## src/rtl/ssd_pkg.sv

```systemverilog
`default_nettype none
// ============================================================================
// Module      : ssd_pkg
// Description : Shared constants and helpers for the seven-segment scan
//               driver. Holds the 16-entry hex segment encoding (active-low,
//               bit order {a,b,c,d,e,f,g}, MSB = a), the blank pattern, the
//               nibble-to-segment function and a width helper.
// Ports       : none (package)
// Revision    : 1.0 - initial release
// ============================================================================
package ssd_pkg;

    // Segment patterns, 0 = segment lit.
    localparam logic [6:0] c_SEG_0     = 7'b0000001;
    localparam logic [6:0] c_SEG_1     = 7'b1001111;
    localparam logic [6:0] c_SEG_2     = 7'b0010010;
    localparam logic [6:0] c_SEG_3     = 7'b0000110;
    localparam logic [6:0] c_SEG_4     = 7'b1001100;
    localparam logic [6:0] c_SEG_5     = 7'b0100100;
    localparam logic [6:0] c_SEG_6     = 7'b0100000;
    localparam logic [6:0] c_SEG_7     = 7'b0001111;
    localparam logic [6:0] c_SEG_8     = 7'b0000000;
    localparam logic [6:0] c_SEG_9     = 7'b0000100;
    localparam logic [6:0] c_SEG_A     = 7'b0001000;
    localparam logic [6:0] c_SEG_B     = 7'b1100000;
    localparam logic [6:0] c_SEG_C     = 7'b0110001;
    localparam logic [6:0] c_SEG_D     = 7'b1000010;
    localparam logic [6:0] c_SEG_E     = 7'b0110000;
    localparam logic [6:0] c_SEG_F     = 7'b0111000;
    localparam logic [6:0] c_SEG_BLANK = 7'b1111111;

    function automatic logic [6:0] hex_to_seg(input logic [3:0] nibble);
        logic [6:0] seg;
        seg = c_SEG_BLANK;
        case (nibble)
            4'h0: seg = c_SEG_0;
            4'h1: seg = c_SEG_1;
            4'h2: seg = c_SEG_2;
            4'h3: seg = c_SEG_3;
            4'h4: seg = c_SEG_4;
            4'h5: seg = c_SEG_5;
            4'h6: seg = c_SEG_6;
            4'h7: seg = c_SEG_7;
            4'h8: seg = c_SEG_8;
            4'h9: seg = c_SEG_9;
            4'hA: seg = c_SEG_A;
            4'hB: seg = c_SEG_B;
            4'hC: seg = c_SEG_C;
            4'hD: seg = c_SEG_D;
            4'hE: seg = c_SEG_E;
            4'hF: seg = c_SEG_F;
        endcase
        return seg;
    endfunction

    // Width of a counter/index that spans 0..n-1, never narrower than 1 bit.
    function automatic int width_of(input int n);
        return (n <= 1) ? 1 : $clog2(n);
    endfunction

endpackage
`default_nettype wire

```

## src/rtl/ssd_hex_decoder.sv

```systemverilog
`default_nettype none
// ============================================================================
// Module      : ssd_hex_decoder
// Description : Combinational hex nibble to seven-segment decoder.
// Ports       : nibble (in, 4)  - hex digit to show
//               seg    (out, 7) - active-low segments {a,b,c,d,e,f,g}
// Revision    : 1.0 - initial release
// ============================================================================
module ssd_hex_decoder
    import ssd_pkg::*;
(
    input  logic [3:0] nibble,
    output logic [6:0] seg
);

    always_comb begin
        seg = hex_to_seg(nibble);
    end

endmodule
`default_nettype wire

```

## src/rtl/ssd_scan_driver.sv

```systemverilog
`default_nettype none
// ============================================================================
// Module      : ssd_scan_driver
// Description : Multiplexed seven-segment scan driver. Shows NUM_DIGITS hex
//               digits of a DATA_W-bit value, split into pages selected
//               manually or rotated automatically, with optional leading-zero
//               blanking and a hold function that freezes the snapshot.
// Ports       : clock     (in)            system clock
//               reset     (in)            synchronous, active-high
//               value     (in, DATA_W)    value to display
//               page_mode (in)            0 = manual page_sel, 1 = auto-rotate
//               page_sel  (in, PAGE_W)    manual page index
//               blank_lz  (in)            leading-zero blanking enable
//               hold      (in)            freeze the displayed snapshot
//               anode     (out, NUM_DIGITS) digit enables
//               cathode   (out, 7)        segments {a..g}, 0 = lit
//               dp        (out)           decimal point, 0 = lit
//               page      (out, PAGE_W)   page currently shown
// Revision    : 1.0 - initial release
// ============================================================================
module ssd_scan_driver
    import ssd_pkg::*;
#(
    parameter int NUM_DIGITS       = 4,
    parameter int DATA_W           = 32,
    parameter int TICK_DIV         = 200000,
    parameter int PAGE_FRAMES      = 64,
    parameter bit ANODE_ACTIVE_LOW = 1'b1,
    localparam int NUM_PAGES       = DATA_W / (4 * NUM_DIGITS),
    localparam int PAGE_W          = width_of(NUM_PAGES)
) (
    input  logic                  clock,
    input  logic                  reset,
    input  logic [DATA_W-1:0]     value,
    input  logic                  page_mode,
    input  logic [PAGE_W-1:0]     page_sel,
    input  logic                  blank_lz,
    input  logic                  hold,
    output logic [NUM_DIGITS-1:0] anode,
    output logic [6:0]            cathode,
    output logic                  dp,
    output logic [PAGE_W-1:0]     page
);

    localparam int IDX_W     = width_of(NUM_DIGITS);
    localparam int TICK_W    = $clog2(TICK_DIV);
    localparam int FRAME_W   = width_of(PAGE_FRAMES);
    localparam int PAGE_BITS = 4 * NUM_DIGITS;

    localparam logic [IDX_W-1:0]      c_IDX_LAST   = IDX_W'(NUM_DIGITS - 1);
    localparam logic [TICK_W-1:0]     c_TICK_LAST  = TICK_W'(TICK_DIV - 1);
    localparam logic [FRAME_W-1:0]    c_FRAME_LAST = FRAME_W'(PAGE_FRAMES - 1);
    localparam logic [PAGE_W-1:0]     c_PAGE_LAST  = PAGE_W'(NUM_PAGES - 1);
    localparam logic [NUM_DIGITS-1:0] c_ANODE_OFF  = {NUM_DIGITS{ANODE_ACTIVE_LOW}};
    localparam bit                    c_MULTI_PAGE = (NUM_PAGES > 1);

    // ------------------------------------------------------------------
    // Scan state
    // ------------------------------------------------------------------
    logic [TICK_W-1:0]  r_tick_cnt;
    logic [IDX_W-1:0]   r_idx;
    logic [FRAME_W-1:0] r_frame_cnt;
    logic [PAGE_W-1:0]  r_page;
    logic [DATA_W-1:0]  r_snapshot;
    // Outputs stay inactive until the first tick has selected a digit.
    logic               r_started;

    logic               w_tick;
    logic               w_frame_start;
    logic               w_sel_valid;
    logic [PAGE_W-1:0]  w_page_next;
    logic [FRAME_W-1:0] w_frame_next;

    assign w_tick        = (r_tick_cnt == c_TICK_LAST);
    // The index wraps to 0 on this tick, so a new frame begins here.
    assign w_frame_start = w_tick && (r_idx == c_IDX_LAST);
    assign w_sel_valid   = (int'(page_sel) < NUM_PAGES);

    always_comb begin
        w_page_next  = r_page;
        w_frame_next = r_frame_cnt;
        if (page_mode) begin
            if (r_frame_cnt == c_FRAME_LAST) begin
                w_frame_next = '0;
                w_page_next  = (r_page == c_PAGE_LAST) ? '0 : r_page + 1'b1;
            end else begin
                w_frame_next = r_frame_cnt + 1'b1;
            end
        end else begin
            // Manual mode keeps the frame counter cleared so that auto
            // rotation always begins with a full page period.
            w_frame_next = '0;
            w_page_next  = w_sel_valid ? page_sel : '0;
        end
    end

    always_ff @(posedge clock) begin
        if (reset) begin
            r_tick_cnt  <= '0;
            r_idx       <= c_IDX_LAST;
            r_frame_cnt <= '0;
            r_page      <= '0;
            r_snapshot  <= '0;
            r_started   <= 1'b0;
        end else begin
            r_tick_cnt <= w_tick ? '0 : r_tick_cnt + 1'b1;
            if (w_tick) begin
                r_idx     <= (r_idx == c_IDX_LAST) ? '0 : r_idx + 1'b1;
                r_started <= 1'b1;
            end
            // Snapshot and page only move at frame start, so a frame never
            // mixes two values or two pages.
            if (w_frame_start) begin
                if (!hold) begin
                    r_snapshot <= value;
                end
                r_page      <= w_page_next;
                r_frame_cnt <= w_frame_next;
            end
        end
    end

    // ------------------------------------------------------------------
    // Digit selection and blanking
    // ------------------------------------------------------------------
    logic [PAGE_BITS-1:0]  w_page_bits;
    logic [3:0]            w_nibble;
    logic [6:0]            w_seg;
    logic [NUM_DIGITS-1:0] w_blank_vec;
    logic                  w_zero_run;
    logic                  w_blank;
    logic [NUM_DIGITS-1:0] w_anode_onehot;
    logic                  w_dp_lit;

    always_comb begin
        w_page_bits = '0;
        for (int p = 0; p < NUM_PAGES; p++) begin
            if (int'(r_page) == p) begin
                w_page_bits = r_snapshot[p*PAGE_BITS +: PAGE_BITS];
            end
        end
    end

    assign w_nibble = w_page_bits[{r_idx, 2'b00} +: 4];

    // Walk from the most significant digit down; a digit is blankable while
    // it and every digit above it are zero. Digit 0 always stays visible.
    always_comb begin
        w_zero_run  = 1'b1;
        w_blank_vec = '0;
        for (int i = NUM_DIGITS - 1; i >= 0; i--) begin
            w_zero_run = w_zero_run & (w_page_bits[4*i +: 4] == 4'h0);
            if (i > 0) begin
                w_blank_vec[i] = w_zero_run;
            end
        end
    end

    assign w_blank = blank_lz & w_blank_vec[r_idx];

    ssd_hex_decoder u_hex_decoder (
        .nibble (w_nibble),
        .seg    (w_seg)
    );

    assign w_anode_onehot = NUM_DIGITS'(1) << r_idx;

    // The decimal point marks the page number by lighting that digit.
    assign w_dp_lit = c_MULTI_PAGE
                   && (int'(r_page) < NUM_DIGITS)
                   && (int'(r_page) == int'(r_idx));

    // ------------------------------------------------------------------
    // Registered pin drivers, one clock behind the scan state
    // ------------------------------------------------------------------
    always_ff @(posedge clock) begin
        if (reset) begin
            anode   <= c_ANODE_OFF;
            cathode <= c_SEG_BLANK;
            dp      <= 1'b1;
            page    <= '0;
        end else if (r_started) begin
            // XOR with the off pattern applies the anode polarity.
            anode   <= w_anode_onehot ^ c_ANODE_OFF;
            cathode <= w_blank ? c_SEG_BLANK : w_seg;
            dp      <= ~w_dp_lit;
            page    <= r_page;
        end
    end

endmodule
`default_nettype wire

```

## config.mk

```make
export PLATFORM = sky130hd
export DESIGN_NAME = ssd_scan_driver
export DESIGN_NICKNAME = d
export VERILOG_FILES = /design/src/rtl/ssd_pkg.sv /design/src/rtl/ssd_hex_decoder.sv /design/src/rtl/ssd_scan_driver.sv
export SDC_FILE = /design/constraint.sdc
export NUM_CORES = 1
export LEC_CHECK = 0
export CORE_MARGIN = 10
export CORE_UTILIZATION = 25
export CTS_BUF_LIST = sky130_fd_sc_hd__clkbuf_16
export DETAILED_ROUTE_END_ITERATION = 7
export GPL_TIMING_DRIVEN = 0
export PLACE_DENSITY = 0.52
export SLEW_MARGIN = 5
export SYNTH_ARGS = -nofsm -noshare
export SYNTH_HDL_FRONTEND = slang
export SYNTH_HIERARCHICAL = 1
export SYNTH_SLANG_ARGS = --single-unit
```

## constraint.sdc

```tcl
create_clock -name clock -period 3.9 [get_ports clock]
set_input_delay 1.17 -clock clock [delete_from_list [all_inputs] [get_ports clock]]
set_output_delay 1.17 -clock clock [all_outputs]
set_load 0.05 [all_outputs]
```

After elaboration in Yosys (flattened, before gate mapping)
Memory sizes are Yosys's and may differ from the RTL's.
Cells that the tools add are included.
{"block": "totals", "mem_bits_ro": 112, "wordCells": 46, "output_inout_bits": 13, "inputBits": 38, "register_bits": 73, "memories": 1}
{"memory": "(no name shown)", "depth": 16, "word_bits": 7, "read_ports": 1, "rd_clocked_by_memory_dff": 0, "write_ports": 0, "line_no": "ssd_pkg.sv:35", "source": "case (nibble)"}
{"block": "op_classes", "bitwise": 6, "n_lt_le_gt_ge": 1, "reduce_logical": 7, "shift": 2, "add_sub_neg": 4, "mux": 10, "n_eq_ne": 5}
{"op": "$add A18 B1 Y18 const B", "n": 1}
{"op": "$eq A18 B18 Y1 const B", "n": 1}
{"op": "$mux W16", "n": 1}
{"op": "$shiftx A16 B5 Y4", "n": 1}
{"op": "$logic_not A4 Y1", "n": 3}
{"op": "$mux W6", "n": 2}
{"op": "$mux W7", "n": 1}
{"op": "$add A6 B1 Y6 const B", "n": 1}
{"op": "$eq A6 B6 Y1 const B", "n": 1}
{"op": "$mux W1", "n": 4}
{"op": "$not A4 Y4", "n": 1}
{"op": "$reduce_and A2 Y1", "n": 2}
{"op": "$shl A1 B2 Y4 const A", "n": 1}
{"op": "$and A1 B1 Y1", "n": 3}
{"op": "$lt A2 B3 Y1 const B", "n": 1}
{"op": "$add A2 B1 Y2 const B", "n": 1}
{"op": "$bmux W1 S2", "n": 1}
{"op": "$eq A2 B2 Y1", "n": 1}
{"op": "$eq A2 B2 Y1 const B", "n": 1}
{"op": "$mux W2", "n": 1}
{"op": "$ne A2 B1 Y1 const B", "n": 1}
{"op": "$not A1 Y1", "n": 2}
{"op": "$reduce_or A2 Y1", "n": 1}
{"op": "$add A1 B1 Y1 const B", "n": 1}
{"op": "$logic_and A1 B1 Y1", "n": 1}

Depth between registers and ports, before layout
Gate-level depths: netlist (run 1).
{"block": "logic_depth", "depth_word": 8, "depth_mapped": 13, "mapped_depth_nobuf": 11}

By module
Netlist (run 1), hierarchy kept.
{"module": "ssd_scan_driver", "seq_area_each_um2": 1461.4, "instances": 1, "cells_per_inst": 409, "area_per_inst_um2": 3563.4}
{"module": "ssd_hex_decoder", "seq_area_each_um2": 0.0, "instances": 1, "cells_per_inst": 33, "area_per_inst_um2": 269.0}

Least setup slack after synthesis (run 1)
OpenSTA, ideal clock, no wires.
{"block": "synth_path", "path_kind": "flip-flop to flip-flop", "startpoint": "register r_idx[0]", "endpoint": "register cathode[5]", "setup_time_ps": 144, "n_path_buf": 1, "synth_period_minus_slack_ps": 2923, "arrival_time_ps": 2779, "path_stages_with_launch": 13, "t_required_ps": 3756, "path_slack_ps": 977, "cell_sequence": "dfxtp_1 > buf_1 > mux4_2 > nand2_1 > nand2_1 > inv_1 > ha_1 > inv_1 > mux2i_1 > a32o_1 > nand2b_1 > nor4_1 > a211oi_1"}
{"block": "synth_via", "elab_cells_between_ends": 6, "cone_classes": "shift: 1; mux: 3; bitwise: 1; memory: 1"}
{"item": "start, declared", "line_no": "ssd_scan_driver.sv:61", "source": "logic [IDX_W-1:0] r_idx;"}
{"item": "start signal, assigned", "line_no": "ssd_scan_driver.sv:100", "source": "r_idx <= c_IDX_LAST;"}
{"item": "start signal, assigned", "line_no": "ssd_scan_driver.sv:108", "source": "r_idx <= (r_idx == c_IDX_LAST) ? '0 : r_idx + 1'b1;"}
{"item": "$shiftx A16 B5 Y4", "line_no": "ssd_scan_driver.sv:144", "source": "assign w_nibble = w_page_bits[{r_idx, 2'b00} +: 4];"}
{"item": "net w_nibble[0]", "line_no": "ssd_scan_driver.sv:127", "source": "logic [3:0] w_nibble;"}
{"item": "$mem_v2 Z16 W7"}
{"item": "net w_seg[5]", "line_no": "ssd_scan_driver.sv:128", "source": "logic [6:0] w_seg;"}
{"item": "$mux W7", "line_no": "ssd_scan_driver.sv:185", "source": "cathode <= w_blank ? c_SEG_BLANK : w_seg;"}
{"item": "end signal, assigned", "line_no": "ssd_scan_driver.sv:179", "source": "cathode <= c_SEG_BLANK;"}
{"item": "end signal, assigned", "line_no": "ssd_scan_driver.sv:185"}
{"item": "end, declared", "line_no": "ssd_scan_driver.sv:40", "source": "output logic [6:0] cathode,"}
The timed path passes the listed nets, and every way through them passes these cells. The select of a mux whose other input is x is not followed.
A chain may end at the register's enable or synchronous reset.

Final worst setup path (run 1)
{"block": "layout_path", "startpoint": "register r_page", "endpoint": "register cathode[3]"}
{"block": "layout_via", "elab_cells_between_ends": 12, "cone_classes": "shift: 1; mux: 4; bitwise: 3; reduce/logical: 3; memory: 1"}
{"item": "start, declared", "line_no": "ssd_scan_driver.sv:63", "source": "logic [PAGE_W-1:0] r_page;"}
{"item": "start signal, assigned", "line_no": "ssd_scan_driver.sv:117", "source": "r_page <= w_page_next;"}
{"item": "$mux W16", "line_no": "ssd_scan_driver.sv:138", "source": "if (int'(r_page) == p) begin"}
{"item": "$shiftx A16 B5 Y4", "line_no": "ssd_scan_driver.sv:144"}
{"item": "net w_nibble[0]", "line_no": "ssd_scan_driver.sv:127"}
{"item": "$mem_v2 Z16 W7"}
{"item": "net w_seg[3]", "line_no": "ssd_scan_driver.sv:128"}
{"item": "$mux W7", "line_no": "ssd_scan_driver.sv:185"}
The timed path passes the listed nets, and every way through them passes these cells. The select of a mux whose other input is x is not followed.

==> results of run 1 <==
==> state kept, by name, indices dropped and copies added, names as in the netlist <==
| name | count |
|---|---|
| r_started | 1 |
| anode | 4 |
| dp | 1 |
| cathode | 7 |
| page | 1 |
| r_idx | 2 |
| r_snapshot | 32 |
| r_frame_cnt | 6 |
| r_page | 1 |
| r_tick_cnt | 18 |
==> layout make-up <==
type	instances	area, um^2	area share, %
plain buffers	30	143	2.94
clock buffers	9	225	4.64
clock inverters	7	77.6	1.60
inverters	10	37.5	0.774
multi-input cells	329	2190	45.2
flip-flops and latches	73	1460	30.1
well taps	188	235	4.85
repair buffers	48	480	9.90
==> routing by layer <==
layer,global-route usage [%],vias to the layer above
met5,0,-
met4,5.48,0
met3,1.85,11
met2,14.7,63
met1,13.2,1524
li1,-,1686
==> logic make-up (layout without fill, tap and decap cells) <==
logic type	count (synthesis)	in the layout
flops	73	73
compound gates	54	54
xor+xnor	13	13
simple gates	201	201
buf+inv	40	104
mux	48	48
fa+ha+maj	13	13
==> cell usage in the layout, fill, tap and decap left out, drive strengths merged, types with 3 or more instances in the layout <==
| master | count |
|---|---|
| buf | 10 |
| nor3 | 13 |
| nand2b | 10 |
| o21ai | 12 |
| mux4 | 9 |
| nand3 | 8 |
| ha | 13 |
| nor2 | 37 |
| nor4 | 11 |
| dfxtp | 73 |
| clkbuf | 29 |
| mux2i | 39 |
| clkdlybuf4s50 | 48 |
| a31o | 4 |
| o311a | 4 |
| a21oi | 12 |
| and4 | 3 |
| xnor2 | 3 |
| and3 | 5 |
| and2 | 3 |
| a211oi | 7 |
| or3 | 3 |
| inv | 13 |
| nand2 | 91 |
| xor2 | 10 |
| or4 | 4 |
| nand4 | 8 |
==> Yosys cell counts (all sizes together), types with 4 or more instances <==
cell and instances:
a211oi 7, a21oi 12, a31o 4, and3 5, buf 10, clkbuf 20, dfxtp 73, ha 13
inv 10, mux2i 39, mux4 9, nand2 91, nand2b 10, nand3 8, nand4 8, nor2 37
nor3 13, nor4 11, o21ai 12, o311a 4, or4 4, xor2 10
==> where the power goes <==
group	internal, W	switching, W
Combinational	0.0000426	0.0000416
Clock	0.000502	0.000343
Sequential	0.000748	0.00000183
==> stage by stage <==
| step | cells | total power (W) | instance area (um^2) | util, % | hold WS (ps) |
|---|---|---|---|---|---|
| after floorplan | 442 | 0.000801 | 3830 | - | 414 |
| after global placement | 678 | 0.000852 | 4550 | 30.1 | 425 |
| after detailed placement | 678 | 0.000852 | 4550 | 30.1 | 433 |
| after CTS | 694 | 0.00171 | 4850 | 32.1 | 441 |
| after global routing | 694 | 0.00174 | 4850 | 32.1 | 477 |
| final | 694 | 0.00168 | 4850 | 32.1 | 437 |
==> path summary, 6_finish.rpt <==
check | cells after the start | from | slack [ps] | endpoint
max | 12 | r_page | 580 | cathode[3]
min | 1 | r_tick_cnt[0] | 440 | r_tick_cnt[0]
min reg2reg | 1 | r_tick_cnt[0] | 440 | r_tick_cnt[0]
max reg2reg | 12 | r_page | 580 | cathode[3]
==> results_dict.tcl, run 1 <==
set metrics [dict create \
    slew_violations 0 \
    grt_pass1_vias 3155 \
    grtUsageTotal_pct 9.89 \
    wl_per_cell_um 14.5 \
    status "complete, no violations" \
    tns_ps 0 \
    viasPerCell 4.73 \
    via_count 3284 \
    synthArstFlopShare_pct 0 \
    cts_setup_buffers 0 \
    cp_cell_sequence "clkbuf_1, clkbuf_1, mux4_2, nand2_1, nand2_1, inv_1, ha_1, inv_1, mux4_2, nand2b_1, nor4_1, a211oi_1" \
    antenna_found_initial 0 \
    post-route-period-util_pct 85.1 \
    synth-simple-area-share_pct 24.6 \
    synth_nets 493 \
    drt-initial-drc-count 191 \
    grt_setup_unrepaired "false" \
    hold_buffers 0 \
    cp_slowest_stage_delay_ps 500 \
    cp.required_ps 4090 \
    fp.dieH_um 144 \
    synth_fa_ha_area_share_pct 4.24 \
    clock_latency_ps 340 \
    crit_slowest_cell "clkbuf_1" \
    final_layout_size_suffix_gt1_share_pct 7.71 \
    pre_cts_slack_ps 550 \
    wl_met2_um 4420 \
    antenna_cells 0 \
    syn-cell-area_um2 3830 \
    cts_resized 0 \
    wl_um 10100 \
    placementRows 45 \
    synth_seq_area_share_pct 38.1 \
    initial_core_util_pct 25.4 \
    synth_mux_area_share_pct 15.5 \
    die_x_um 144 \
    yosysWarnings 6 \
    grt_max_degree 15 \
    dieArea_um2 20700 \
    synth_compound_area_share_pct 9.89 \
    yosysTopAreaCellShare_pct 38.1 \
    top_layer_used "met4" \
    synth.ff_latch_count 73 \
    setup_slack_ps 579 \
    cp_num_buf_inv 4 \
    wl_met1_um 5060 \
    cpLargestDelayFamily "buffers and inverters" \
    peakVddDrop_mv 0.212 \
    syn_inst 442 \
    hp-class "flip-flop to flip-flop" \
    dr.pass1.iters 4 \
    ant_nets 0 \
    synth.area.top_cells "dfxtp_1, mux2i_1, nand2_1, mux4_2, ha_1" \
    layout.nets 552 \
    cts_tree "done" \
    ys.flop_type "dfxtp_1" \
    htree_levels 3 \
    worst_pin_slew_ps 842 \
    synthDistinctLibCells 49 \
    skew_ps 7.84 \
    synth_area_leader_cell "dfxtp_1" \
    fillers 1599 \
    cts-root-buf "clkbuf_16" \
    critPathLaunchType "flip-flop" \
    fmax_ghz 0.301 \
    syn_avg_cell_area_um2 8.67 \
    p_leak_nw 1.71 \
    critPathKind "flip-flop to flip-flop" \
    power_density_nw_per_um2 346 \
    place_congestion 0.863 \
    core_um2 15100 \
    synth_xor_area_share_pct 2.97 \
    cap_viol_max_count 0 \
    route.detailed.drc 0 \
    layout_min_cycle_time_ps 3320 \
    grt_overflow 0 \
    setup_viol 0 \
    end_kind "flip-flop" \
    hold_viol_final 0 \
    cts_sinks 73 \
    worstPathArrival_ps 3510 \
    cts_buffer_depth 2 \
    crit_path_max_fanout 10 \
    synth_edf_count 0 \
    synth_top_family_by_area "simple AND/OR/NAND/NOR gates" \
    grt_pass1_wl_um 16300 \
    io_buffers 48 \
    numCtsBuffers 9 \
    syn_to_final_growth_pct 26.6 \
    place_hpwl_um 7710 \
    io_pins 51 \
    max_slew_margin_pct 43.4 \
    clk_pin_slew_ps 60 \
    met3WireLength_um 390 \
]
Note: power is estimated with default switching activity, not from simulation.
==> inputs of run 2 (changes only) <==
clock period = 2.72 ns   (was 3.9 ns; I/O delays follow)
==> run 2 against run 1 <==
Compared with the run above:
- clock power increased by 50%
- sequential power is 43% higher
- non-clock buffer count down 1
- via count is 0.79% higher
- combinational power rose by 45%
- clock-buffer cell count is the same
- flip-flop and latch count stayed put
- critical path type unchanged
- setup slack worse by 430 ps
- wire length rose by 0.44%
- register-to-register slack got worse by 430 ps
==> results_dict.tcl, run 2 (same netlist as run 1, synthesis figures left out) <==
set metrics [dict create \
    max_slew_margin_pct 35.8 \
    end_kind "flip-flop" \
    fillers 1564 \
    grt_max_degree 14 \
    place_hpwl_um 7750 \
    grtUsageTotal_pct 10.1 \
    place_congestion 0.855 \
    top_regs "r_snapshot: 32 flops, r_tick_cnt: 18 flops, cathode: 7 flops" \
    cp_cell_sequence "buf_12, mux4_2, nand2_1, nand2_2, inv_2, ha_1, inv_1, mux4_2, nand2b_1, nor4_2, a211oi_1" \
    dr.pass1.iters 4 \
    antenna_cells 0 \
    cts_sinks 73 \
    largest_reg_flops 32 \
    wl_per_cell_um 14.6 \
    clk_pin_slew_ps 60 \
    route.detailed.drc 0 \
    viasPerCell 4.78 \
    hold_viol_final 0 \
    cpLargestDelayFamily "multiplexers" \
    final_common_cell "nand2_1" \
    multi_input_area_um2 2210 \
    regArea_um2 1470 \
    cp_num_buf_inv 3 \
    grt_overflow 0 \
    cts_tree "done" \
    setup_viol 0 \
    cpMostUsedCell "mux4_2" \
    status "complete, no violations" \
    slew_violations 0 \
    layout_min_cycle_time_ps 2570 \
    dieArea_um2 20700 \
    cts_buffer_depth 2 \
    final_layout_size_suffix_gt1_share_pct 9.70 \
    whs_ps 448 \
    crit_path_max_fanout 10 \
    wl_met2_um 4470 \
    drt-initial-drc-count 265 \
    cts-root-buf "clkbuf_16" \
    clock_latency_ps 340 \
    top_layer_used "met4" \
    io_buffers 48 \
    setup_slack_ps 153 \
    fmax_ghz 0.389 \
    critPathKind "flip-flop to flip-flop" \
    peakVddDrop_mv 0.267 \
    p_leak_nw 1.74 \
    placementRows 45 \
    cts_setup_buffers 0 \
    power_density_nw_per_um2 503 \
    critPathLaunchType "flip-flop" \
    fp.dieH_um 144 \
    grt_pass1_wl_um 16600 \
    largest_register "r_snapshot" \
    cp.required_ps 2910 \
    syn_to_final_growth_pct 28.1 \
    wl_um 10100 \
    wl_met1_um 4990 \
    ant_nets 0 \
    layout.nets 551 \
    initial_core_util_pct 25.4 \
    skew_ps 9.39 \
    worstPathArrival_ps 2760 \
    cp_slowest_stage_delay_ps 500 \
    pre_cts_slack_ps -580 \
    core_um2 15100 \
    grt_pass1_vias 3255 \
    cap_viol_max_count 0 \
    worst_pin_slew_ps 956 \
    antenna_found_initial 0 \
    htree_levels 3 \
    met3WireLength_um 471 \
    die_x_um 144 \
    post-route-period-util_pct 94.4 \
    hp-class "flip-flop to flip-flop" \
    hold_buffers 0 \
    numCtsBuffers 9 \
    io_pins 51 \
    final_cell_mix "nand2_1, dfxtp_1, clkdlybuf4s50_1, mux2i_1, nor2_1" \
    crit_slowest_cell "mux4_2" \
    via_count 3310 \
]
## run 2: worst paths after layout
path                 startpoint            end  slack [ps]  cells past startpoint
setup / recovery       r_idx[0]     cathode[3]         150                     11
hold / removal    r_tick_cnt[0]  r_tick_cnt[0]         450                      1
setup reg to reg       r_idx[0]     cathode[3]         150                     11
hold reg to reg   r_tick_cnt[0]  r_tick_cnt[0]         450                      1
## run 2: through the flow
stage	area, um^2	instances	setup TNS [ps]	utilization [%]	power (W)
final	4910	693	0	32.5	0.00247
after global placement	4550	678	-2240	30.1	0.00122
after floorplan	3830	442	0	-	0.00115
after detailed placement	4550	678	-2420	30.1	0.00122
after global routing	4910	693	-43.2	32.5	0.00255
after CTS	4880	693	0	32.4	0.00251
## run 2: report_power, final
group / total, W / switching [W] / leakage (nW) / internal (W)
sequential: 0.00107 / 0.00000274 / 0.589 / 0.00107
combinational: 0.000122 / 0.0000606 / 0.990 / 0.0000611
clock: 0.00127 / 0.000469 / 0.160 / 0.000804
## run 2: worst reg2reg max path: cells and delay by family (launching register included)
| kind | cells | cell delay, ps |
|---|---|---|
| and+or+nand+nor | 4 | 560 |
| muxes | 2 | 940 |
| buffers and inverters | 3 | 320 |
| adders and majority gates | 1 | 130 |
| AOI/OAI and AO/OA | 1 | 70 |
| DFF | 1 | 400 |
## run 2: cell type report
| type | count | share of cell area, % |
|---|---|---|
| multi-input combinational | 329 | 45.1 |
| sequential | 73 | 29.9 |
| timing repair buffer | 48 | 9.79 |
| tap | 188 | 4.79 |
| clock buffer | 9 | 4.59 |
| buffer | 29 | 3.24 |
| clock inverter | 7 | 1.89 |
| inverter | 10 | 0.765 |
## run 2: routing by layer
layer  GRT usage (%)  up-vias
met1            13.3     1558
met4            4.67        0
met3            2.90       11
met5               0        -
li1                -     1682
met2            14.8       59
## run 2: timing repair
action,in CTS,in global routing
resized for setup,10,8
endpoints found under the setup margin,7,3
gates cloned,0,0
pin swaps,0,1
==> inputs of run 3 (changes only) <==
TNS_END_PERCENT = 50   (was default)
==> results of run 3 <==
No change in the layout: final DEF, timing and power equal those of run 2.
